--- config.mk ---
export PLATFORM = sky130hd
export DESIGN_NAME = tl_grant_finisher
export DESIGN_NICKNAME = d
export VERILOG_FILES = /design/src/rtl/tl_grant_finisher.sv
export SDC_FILE = /design/constraint.sdc
export NUM_CORES = 1
export LEC_CHECK = 0
export ABC_CLOCK_PERIOD_IN_PS = 2700
export CAP_MARGIN = 20
export CORE_UTILIZATION = 38
export DETAILED_ROUTE_END_ITERATION = 12
export PLACE_DENSITY = 0.76
export SKIP_LAST_GASP = 1
export SYNTH_ARGS = -nofsm -noshare
export SYNTH_HDL_FRONTEND = slang
export SYNTH_SLANG_ARGS = --single-unit
export TNS_END_PERCENT = 100
--- constraint.sdc ---
create_clock -name clk -period 2.7 [get_ports clk]
set_input_delay 0.81 -clock clk [delete_from_list [all_inputs] [get_ports clk]]
set_output_delay 0.81 -clock clk [all_outputs]
set_load 0.03 [all_outputs]
--- src/rtl/tl_grant_finisher.sv ---
// Client-side TileLink Grant sink: registers Grant beats toward the client and
// queues a Finish (endpoints swapped) on the last beat of every acked grant.
module tl_grant_finisher #(
   parameter int          LN_ENDPOINTS        = 2,
   parameter int          CLIENT_XACT_ID_BITS = 5,
   parameter int          MASTER_XACT_ID_BITS = 6,
   parameter int          DATA_BITS           = 128,
   parameter int          GRANT_TYPE_WIDTH    = 4,
   parameter int          DATA_BEATS          = 4,
   parameter logic [15:0] DATA_GTYPE_MASK     = 16'h0007,
   parameter logic [15:0] ACK_GTYPE_MASK      = 16'h00FF,
   parameter int          FINISH_DEPTH        = 4
) (
   input  logic                           clk,
   input  logic                           rstn,
   input  logic                           gin_valid,
   output logic                           gin_ready,
   input  logic [LN_ENDPOINTS-1:0]        gin_src,
   input  logic [LN_ENDPOINTS-1:0]        gin_dst,
   input  logic [CLIENT_XACT_ID_BITS-1:0] gin_client_xact_id,
   input  logic [MASTER_XACT_ID_BITS-1:0] gin_master_xact_id,
   input  logic [DATA_BITS-1:0]           gin_data,
   input  logic [GRANT_TYPE_WIDTH-1:0]    gin_g_type,
   output logic                           gout_valid,
   input  logic                           gout_ready,
   output logic [CLIENT_XACT_ID_BITS-1:0] gout_client_xact_id,
   output logic [MASTER_XACT_ID_BITS-1:0] gout_master_xact_id,
   output logic [DATA_BITS-1:0]           gout_data,
   output logic [GRANT_TYPE_WIDTH-1:0]    gout_g_type,
   output logic                           gout_last,
   output logic                           fin_valid,
   input  logic                           fin_ready,
   output logic [LN_ENDPOINTS-1:0]        fin_src,
   output logic [LN_ENDPOINTS-1:0]        fin_dst,
   output logic [MASTER_XACT_ID_BITS-1:0] fin_master_xact_id
);

   localparam int BEAT_W = $clog2(DATA_BEATS);
   localparam int PTR_W  = $clog2(FINISH_DEPTH);
   localparam int CNT_W  = PTR_W + 1;
   localparam int FIN_W  = 2*LN_ENDPOINTS + MASTER_XACT_ID_BITS;
   localparam logic [BEAT_W-1:0] LAST_BEAT = BEAT_W'(DATA_BEATS - 1);
   localparam logic [CNT_W-1:0]  FIFO_FULL = CNT_W'(FINISH_DEPTH);

   logic                           full_q, full_d;
   logic [BEAT_W-1:0]              beat_cnt_q, beat_cnt_d;
   logic [PTR_W-1:0]               wr_ptr_q, wr_ptr_d;
   logic [PTR_W-1:0]               rd_ptr_q, rd_ptr_d;
   logic [CNT_W-1:0]               count_q, count_d;
   logic [FIN_W-1:0]               fin_mem_q [FINISH_DEPTH];
   logic [CLIENT_XACT_ID_BITS-1:0] cxid_q;
   logic [MASTER_XACT_ID_BITS-1:0] mxid_q;
   logic [DATA_BITS-1:0]           data_q;
   logic [GRANT_TYPE_WIDTH-1:0]    gtype_q;
   logic                           last_q;

   logic data_grant, beat_last, needs_fin;
   logic accept, out_pop, fin_push, fin_pop;

   assign data_grant = DATA_GTYPE_MASK[gin_g_type];
   assign beat_last  = !data_grant || (beat_cnt_q == LAST_BEAT);
   assign needs_fin  = beat_last && ACK_GTYPE_MASK[gin_g_type];

   // A full Finish FIFO blocks the push even if it pops this cycle, keeping
   // gin_ready independent of fin_ready.
   assign gin_ready = rstn && (!full_q || gout_ready) &&
                      (!needs_fin || (count_q < FIFO_FULL));
   assign accept    = gin_valid && gin_ready;
   assign out_pop   = full_q && gout_ready;
   assign fin_push  = accept && needs_fin;
   assign fin_pop   = fin_valid && fin_ready;

   always_comb begin
      full_d     = full_q;
      beat_cnt_d = beat_cnt_q;
      wr_ptr_d   = wr_ptr_q;
      rd_ptr_d   = rd_ptr_q;
      count_d    = count_q;
      if (accept)
         full_d = 1'b1;
      else if (out_pop)
         full_d = 1'b0;
      if (accept && data_grant)
         beat_cnt_d = beat_cnt_q + BEAT_W'(1);
      if (fin_push)
         wr_ptr_d = wr_ptr_q + PTR_W'(1);
      if (fin_pop)
         rd_ptr_d = rd_ptr_q + PTR_W'(1);
      case ({fin_push, fin_pop})
         2'b10:   count_d = count_q + CNT_W'(1);
         2'b01:   count_d = count_q - CNT_W'(1);
         default: count_d = count_q;
      endcase
   end

   always_ff @(posedge clk) begin
      if (!rstn) begin
         full_q     <= 1'b0;
         beat_cnt_q <= '0;
         wr_ptr_q   <= '0;
         rd_ptr_q   <= '0;
         count_q    <= '0;
         cxid_q     <= '0;
         mxid_q     <= '0;
         data_q     <= '0;
         gtype_q    <= '0;
         last_q     <= 1'b0;
         for (int i = 0; i < FINISH_DEPTH; i++)
            fin_mem_q[i] <= '0;
      end else begin
         full_q     <= full_d;
         beat_cnt_q <= beat_cnt_d;
         wr_ptr_q   <= wr_ptr_d;
         rd_ptr_q   <= rd_ptr_d;
         count_q    <= count_d;
         if (accept) begin
            cxid_q  <= gin_client_xact_id;
            mxid_q  <= gin_master_xact_id;
            data_q  <= gin_data;
            gtype_q <= gin_g_type;
            last_q  <= beat_last;
         end
         // Finish goes back to the issuing manager: endpoints swapped.
         if (fin_push)
            fin_mem_q[wr_ptr_q] <= {gin_dst, gin_src, gin_master_xact_id};
      end
   end

   assign gout_valid          = full_q;
   assign gout_client_xact_id = cxid_q;
   assign gout_master_xact_id = mxid_q;
   assign gout_data           = data_q;
   assign gout_g_type         = gtype_q;
   assign gout_last           = last_q;

   assign fin_valid = (count_q != '0);
   assign {fin_src, fin_dst, fin_master_xact_id} = fin_mem_q[rd_ptr_q];

endmodule

* After elaboration in Yosys (flattened, before gate mapping)
Memories as Yosys holds them, arrays and structs flattened. A register that Yosys moved wholly into a read port is not among the register bits.
Index checks and enable logic that the tools add are counted.
** Operators by class
- $add $sub $neg :: 5
- $lt $le $gt $ge :: 2
- Eq/ne operators :: 3
- Mux-type cells :: 14
- Reductions and logical operators :: 18
** Operators by type and width (count)
- 10-bit 2-to-1 mux :: 1
- 10-bit OR reduction :: 1
- 1-bit 2-to-1 mux :: 9
- 1-bit logical AND :: 8
- 2-bit by 1-bit adder with 2-bit output (second input constant) :: 3
- 2-bit 2-to-1 mux :: 3
- 3-bit one-hot mux with 2 select lines :: 1
- 4-bit by 5-bit less-than comparator with 1-bit output (second input constant) :: 1
- 2-bit == test (second input constant) :: 2
- 2-bit nonzero test :: 2
- 3-bit by 1-bit adder with 3-bit output (second input constant) :: 1
- 1-bit zero test :: 3
- 1-bit logical OR :: 3
- 3-bit less-than comparator (second input constant) :: 1
- 3-bit nonzero test :: 1
- 3-bit by 1-bit subtractor with 3-bit output (second input constant) :: 1
- 2-bit by 1-bit == test with 1-bit output (second input constant) :: 1
** Storage, ports and cells
- Flip-flop bits (word level) :: 154
- Memory bits (writable) :: 40
- ROM bits :: 32
- Bits of input ports :: 152
- Output and inout bits :: 157
- Word-level logic and storage cells :: 55
- Memories :: 3
** Memory list
- fin_mem_q :: depth 4, bits a word 10, rd ports 1, clocked after memory_dff 1, write ports 4, line 50 : logic [FIN_W-1:0] fin_mem_q [FINISH_DEPTH];
- (name not given) :: depth 16, bits a word 1, rd ports 1, clocked after memory_dff 0, write ports 0, line 62 : assign needs_fin = beat_last && ACK_GTYPE_MASK[gin_g_type];
- (name not given) :: depth 16, bits a word 1, rd ports 1, clocked after memory_dff 0, write ports 0, line 60 : assign data_grant = DATA_GTYPE_MASK[gin_g_type];

* Logic depth before layout (Yosys ltp)
- Word-level depth :: 15
- Depth in mapped cells :: 11
- Depth with buffers taken out :: 11

* Least setup slack after synthesis
Ideal clock, no wire load.
- Kind :: input -> output
- From :: input port rstn
- To :: output port gin_ready
- Arrival time :: 1.982 ns
- Required time :: 1.890 ns
- Setup slack :: -0.092 ns
- Cell stages on the path :: 4
- Path buffers :: 3
- Cells stage by stage :: clkbuf_1 > clkbuf_1 > clkbuf_1 > and3_1
** Between the ends
- Word-level cells in the longest chain between the ends :: 2
** RTL lines
- from (decl) :: line 15 : input logic rstn,
- 1-bit logical AND (2 in series) :: line 66 : assign gin_ready = rstn && (!full_q || gout_ready) &&
- to (decl) :: line 17 : output logic gin_ready,
Every way passes these cells.

==> metrics <==
most common cell after layout, fill and taps aside=nand2_1; starting density of the core=38.84%; normalized max-slew margin=31.15%; antenna diode count=0; vias=6362; simple-gate portion of the synthesized area=20.60%; root buffer cell=clkbuf_16; RSZ-0062 raised after global routing=false; multiplexer share of the synthesized area=3.376%; area delta synth->final=56.86%; CTS tree=yes; Die Span Y=140.3 um; GRT Util Overall=20.53%; Lkg Pwr=4.303 nW; grt total ovfl=0; crit path DAT=1820 ps; DRT antenna net count=0; crit-path max FO=10; r2r setup slk=250 ps; Final nets=1275; Post-Synthesis Net Count=948; minimum clock period=2630 ps; Synth Area in Compound Gates=11.21%; final hold vios=0; final setup skew=11.26 ps; Adder-Cell Fraction of Synth Area=0.6200%; Setup TNS Final=0 ps; core footprint=18710 sq um; min-delay src=gout_data[124]; Synth Instances=793; reg2reg path depth=12; largest area contributor in the netlist=dfxtp_1; Bufs on Longest Clock Path=2; Ys Warns=0; HPWL after DPL=14.53 mm; largest family of logic cells by synthesized area=simple AND/OR/NAND/NOR gates; Peak Freq=0.3802 GHz; register area share after synthesis=59.52%; Non-Filler Instances=1367; number of synthesized flops with an enable pin=40; total power draw=7.123 mW; Avg Inst Size Synth=9.161 sq um; FP Rows=50; startpoint types=flip-flop; Avg WL per Cell=14.68 um; global-route wire length before repair=31.40 mm; Worst Hold Path Cells=2; Final period util=97.40%; prevailing post-synth register cell=dfxtp_1; reg-to-reg startpoint=beat_cnt_q[0]; Hold Path Class=reg2reg; H-Tree Depth=4; IO Pins=309; placed cell count=1333; worst r2r dst=count_q[2]; outcome=completed; xor/xnor share of the synthesized area=0.4823%; top cells by area, synth=dfxtp_1 (43%), edfxtp_1 (17%), nand2_1 (15%), o21ai_0 (7.9%), and2_1 (3.4%); Max Cap Viol=0; share of cells above drive strength 1=8.826%; die area=19670 sq um; Slew Limit Fails=0; cts hold-fix bufs=0; DRC viols=0; initial DRC count=326; antenna violations before repair=0; most frequent cells in the layout=nand2_1 (295), clkdlybuf4s50_1 (292), dfxtp_1 (156); hold endpoint=gout_data[124]; Synth top area share=42.99%; pin count of the biggest net entering global routing=66; post-synthesis register bit count=196; CTS clk-pin slew, worst paths=70 ps; Setup violations, final=0; final RePlAce weighted congestion=0.8037; critical path class=reg2out; Critical Path RT=1890 ps; Yosys cell types=36; vias in the first global route=6176; Num CTS Buffers=17; DRT Pass-1 Iters=4; Post-Syn Area=7264 sq um; chip width=140.3 um; Avg Vias per Cell=4.654; endpoint type of the worst setup path=output port; clk sink count=196; WL final=20.07 mm; Least-Margin Pin Slew=1023 ps; Max IR drop VDD=414.3 uV; Power Dens Cells=625.1 nW/um^2; worst skew pair latency=430 ps; number of I/O port buffers=308; asr flop ratio synth=0%
==> layer usage <==
layer / share of wire, % / GRT usage, % / up-vias
li1: - / - / 3251
met1: 40 / 22.74 / 2887
met2: 50 / 36.29 / 195
met3: 7.5 / 7.145 / 29
met4: 2.5 / 7.403 / 0
met5: 0 / 0 / -
==> registers in the layout, summed over array words and instances, names as in the netlist, named ones only <==
signal               count
gout_data              128
fin_mem_q               40
gout_master_xact_id      6
gout_client_xact_id      5
gout_g_type              4
count_q                  3
beat_cnt_q               2
rd_ptr_q                 2
wr_ptr_q                 2
gout_last                1
gout_valid               1
==> cell type report <==
type / count / area, sq um
Inverter: 8 / 30.03
Multi-Input combinational cell: 536 / 2644
Sequential cell: 196 / 4324
Clock buffer: 18 / 450.4
Fill cell: 1562 / 7311
Clock inverter: 14 / 120.1
Tap cell: 234 / 292.8
Timing Repair Buffer: 361 / 3533
==> cells by family after synthesis <==
family / Yosys count
and+or+nand+nor: 361
DFF: 196
AOI/OAI and AO/OA: 156
buffers and inverters: 61
muxes: 12
xor gates and xnor gates: 4
adders and majority gates: 3
==> critical path, stage by stage, from the launching register on <==
cell	delay [ps]
dfxtp_1	350
buf_12	160
mux4_2	510
dlygate4sd2_1	370
==> Yosys cell counts, drive strengths merged (2+ instances only) <==
cell	instances
nand2	295
dfxtp	156
o21ai	146
and2	40
edfxtp	40
clkbuf	33
buf	20
mux4	10
nor2	10
inv	7
nand2b	4
a21oi	3
nor4	3
xor2	3
a211oi	2
ha	2
mux2i	2
nand3	2
nor2b	2
o211ai	2
or3	2
==> report_power, final <==
part           switching [mW]  internal (mW)
Clock                    1.16           1.26
Sequential             0.0976           3.18
Combinational           0.753          0.664
==> stage by stage <==
stage	setup slack [ps]	utilization, %	area (sq um)	hold WS (ps)
after global placement	-386.1	57.85	10820	435.1
after floorplan	15.75	-	7267	440.1
final	70.12	60.92	11390	446.3
after CTS	6.219	60.94	11400	449.9
after global routing	4.089	60.92	11390	463.6
after detailed placement	-446.3	57.85	10820	439.7
==> what timing repair did <==
| item | CTS | global route |
|---|---|---|
| resized for setup | 17 | 2 |
| hold endpoints to repair | 0 | 0 |
| setup buffers | 2 | 0 |
| endpoints found under the setup margin | 11 | 1 |
| pin swaps | 2 | 0 |
==> worst max-delay path by stage <==
| stage | endpoint | from | cells past startpoint | slack, ps |
|---|---|---|---|---|
| after floorplan | count_q[2] | gin_g_type[1] | 10 | 20 |
| after global placement | count_q[2] | gin_g_type[1] | 11 | -390 |
| after detailed placement | count_q[2] | gin_g_type[1] | 11 | -450 |
| after CTS | fin_master_xact_id[4] | flip-flop | 3 | 6 |
| after global routing | fin_master_xact_id[0] | flip-flop | 3 | 4 |
| final | fin_master_xact_id[0] | flip-flop | 3 | 70 |
Note: power is estimated with default switching activity, not from simulation.
==> patch, RTL diff (same flow settings) <==
Make the reset (`rstn`) asynchronous in one clocked block.
--- a/src/rtl/tl_grant_finisher.sv
+++ b/src/rtl/tl_grant_finisher.sv
@@ -94,5 +94,5 @@
    end
 
-   always_ff @(posedge clk) begin
+   always_ff @(posedge clk or negedge rstn) begin
       if (!rstn) begin
          full_q     <= 1'b0;
Check against the original RTL: differs if rstn is asserted again (counterexample within 4 cycles, from zero or initial values and one cycle with rstn low); with rstn held inactive, the same outputs for 4 cycles.
==> patch against the unedited design <==
Synthesized area rose by 7.4%. Count of clock-buffer cells in the layout did not move. Sequential cell count fell by 2. Synthesized cell count fell by 43%. Cell area rose by 6.4%. Wire length fell by 5.1%. Via count decreased by 20%. Highest routed layer unchanged. Worst setup slack improved by 7.5 ps.
Power is not compared: it rests on default switching activity, and its combinational part moved more than twofold at a synthesized area within 25%.
==> patch: results (changes against the unedited design) <==
* Status: finished clean (unchanged)
* Worst min path class: input pin to async pin (was flop to flop)
* GP Congestion at 0.795 (was 0.804)
* Routed vias/inst at 4.68 (was 4.65)
* Synth async-reset ratio at 100% (was 0%)
* Seq/Total Area, Yosys at 62.2% (was 59.5%)
* Post-synth top flop: dfrtp_1 (was dfxtp_1)
* Post-synth top cells: dfrtp_1 (194), mux2_2 (137), mux2_4 (48) (was nand2_1 (295), dfxtp_1 (156), o21ai_0 (115))
* Leading cell types by total area after synthesis: dfrtp_1 (62%), mux2_2 (20%), mux2_4 (9.2%), mux4_2 (2.9%), ha_1 (0.96%) (was dfxtp_1 (43%), edfxtp_1 (17%), nand2_1 (15%), o21ai_0 (7.9%), and2_1 (3.4%))
* Final Skew at 9.54 ps (was 11.3 ps)
* DPL Wire Length at 14.1 mm (was 14.5 mm)
* Post-place setup slack at -112 ps (was -446 ps)
* Layout cells sized above 1 at 35.4% (was 8.83%)
* Pre-antenna DRT Iters at 5 (was 4)
* Worst-path fanout max at 3 (was 10)
* Placed instance count at 1,060 (was 1,333)
* First-pass GRT wire length at 31.1 mm (was 31.4 mm)
* GRT Resource Usage Total at 18.8% (was 20.5%)
* Area post-placement at 0.0116 sq mm (was 0.0108 sq mm)
* Vias in the first global route at 5,913 (was 6,176)
* Syn nets at 611 (was 948)
* DRT iter0 DRCs at 146 (was 326)
* Cells after synthesis at 452 (was 793)
* DR vias at 5,110 (was 6,362)
* Cell variety after synth at 27 (was 36)
* Final net count at 970 (was 1,275)
patch: cell count changes after synthesis, sizes merged, moves of 4 or more:
cell | unedited run | this run
and2 | 40 | 1
clkbuf | 33 | 2
dfrtp | 0 | 194
dfxtp | 156 | 0
edfxtp | 40 | 0
ha | 2 | 6
mux2 | 0 | 185
nand2 | 295 | 4
nor2 | 10 | 3
o21ai | 146 | 2
patch: kinds of logic (layout without fill, tap and decap cells):
group | after synthesis | count (layout) | synth area share, %
multiplexers | 196 | 196 | 32.0
flip-flops | 194 | 194 | 62.2
buffers and inverters | 24 | 395 | 1.91
AND/OR/NAND/NOR | 20 | 20 | 1.44
adder cells (fa/ha/maj) | 7 | 7 | 1.22
XOR/XNOR | 7 | 7 | 0.786
AO/OA/AOI/OAI | 4 | 4 | 0.385
patch: critical path, stage by stage:
cell	delay, ps
clkdlybuf4s50_1	450
nand2b_1	120
buf_4	120
nand2_1	40
nor2_1	100
buf_4	170
patch: layer usage:
| layer | up-vias | part of all wire [%] | global-route usage (%) |
|---|---|---|---|
| met2 | 195 | 52 | 32.9 |
| met1 | 2576 | 40 | 21.5 |
| met4 | 0 | 1.8 | 6.84 |
| met3 | 24 | 6.1 | 5.75 |
| li1 | 2315 | - | - |
| met5 | - | 0 | 0 |
patch: path summary, 6_finish.rpt:
| check | endpoint | slack, ps | cells after the start |
|---|---|---|---|
| min in group clk | beat_cnt_q[0]$_DFFE_PN0P_ | 490 | 1 |
| max reg2reg | count_q[2]$_DFFE_PN0P_ | 450 | 11 |
| min | beat_cnt_q[1]$_DFFE_PN0P_ | 210 | 1 |
| max | gin_ready | 80 | 6 |
| min reg2reg | beat_cnt_q[0]$_DFFE_PN0P_ | 490 | 1 |
| max in group asynchronous | gout_master_xact_id[1]$_DFFE_PN0N_ | 1190 | 2 |
patch: area by class of cell:
| class | count | area [sq um] |
|---|---|---|
| Fill cell | 1530 | 8040 |
| Sequential cell | 194 | 4850 |
| Timing Repair Buffer | 359 | 3540 |
| Multi-Input combinational cell | 234 | 2800 |
| Clock buffer | 18 | 429 |
| Tap cell | 270 | 338 |
| Clock inverter | 13 | 148 |
| Inverter | 5 | 18.8 |
patch: power by group through the flow:
| stage | clock [uW] | combinational (uW) | sequential, uW |
|---|---|---|---|
| floorplan | 0 | 1810 | 5710 |
| global placement | 0 | 5420 | 4410 |
| detailed placement | 0 | 5520 | 4480 |
| CTS | 2550 | 5480 | 4450 |
| global route | 2670 | 5660 | 4570 |
| finish | 2460 | 5400 | 4450 |
patch: what timing repair did:
action                                  CTS  global route
cloned                                    0             0
endpoints found under the setup margin   11            11
resized for setup                        15            19
hold buffers                              0             0
buffers inserted                          2             0
pin swaps                                 3             1
hold endpoints to repair                  0             0
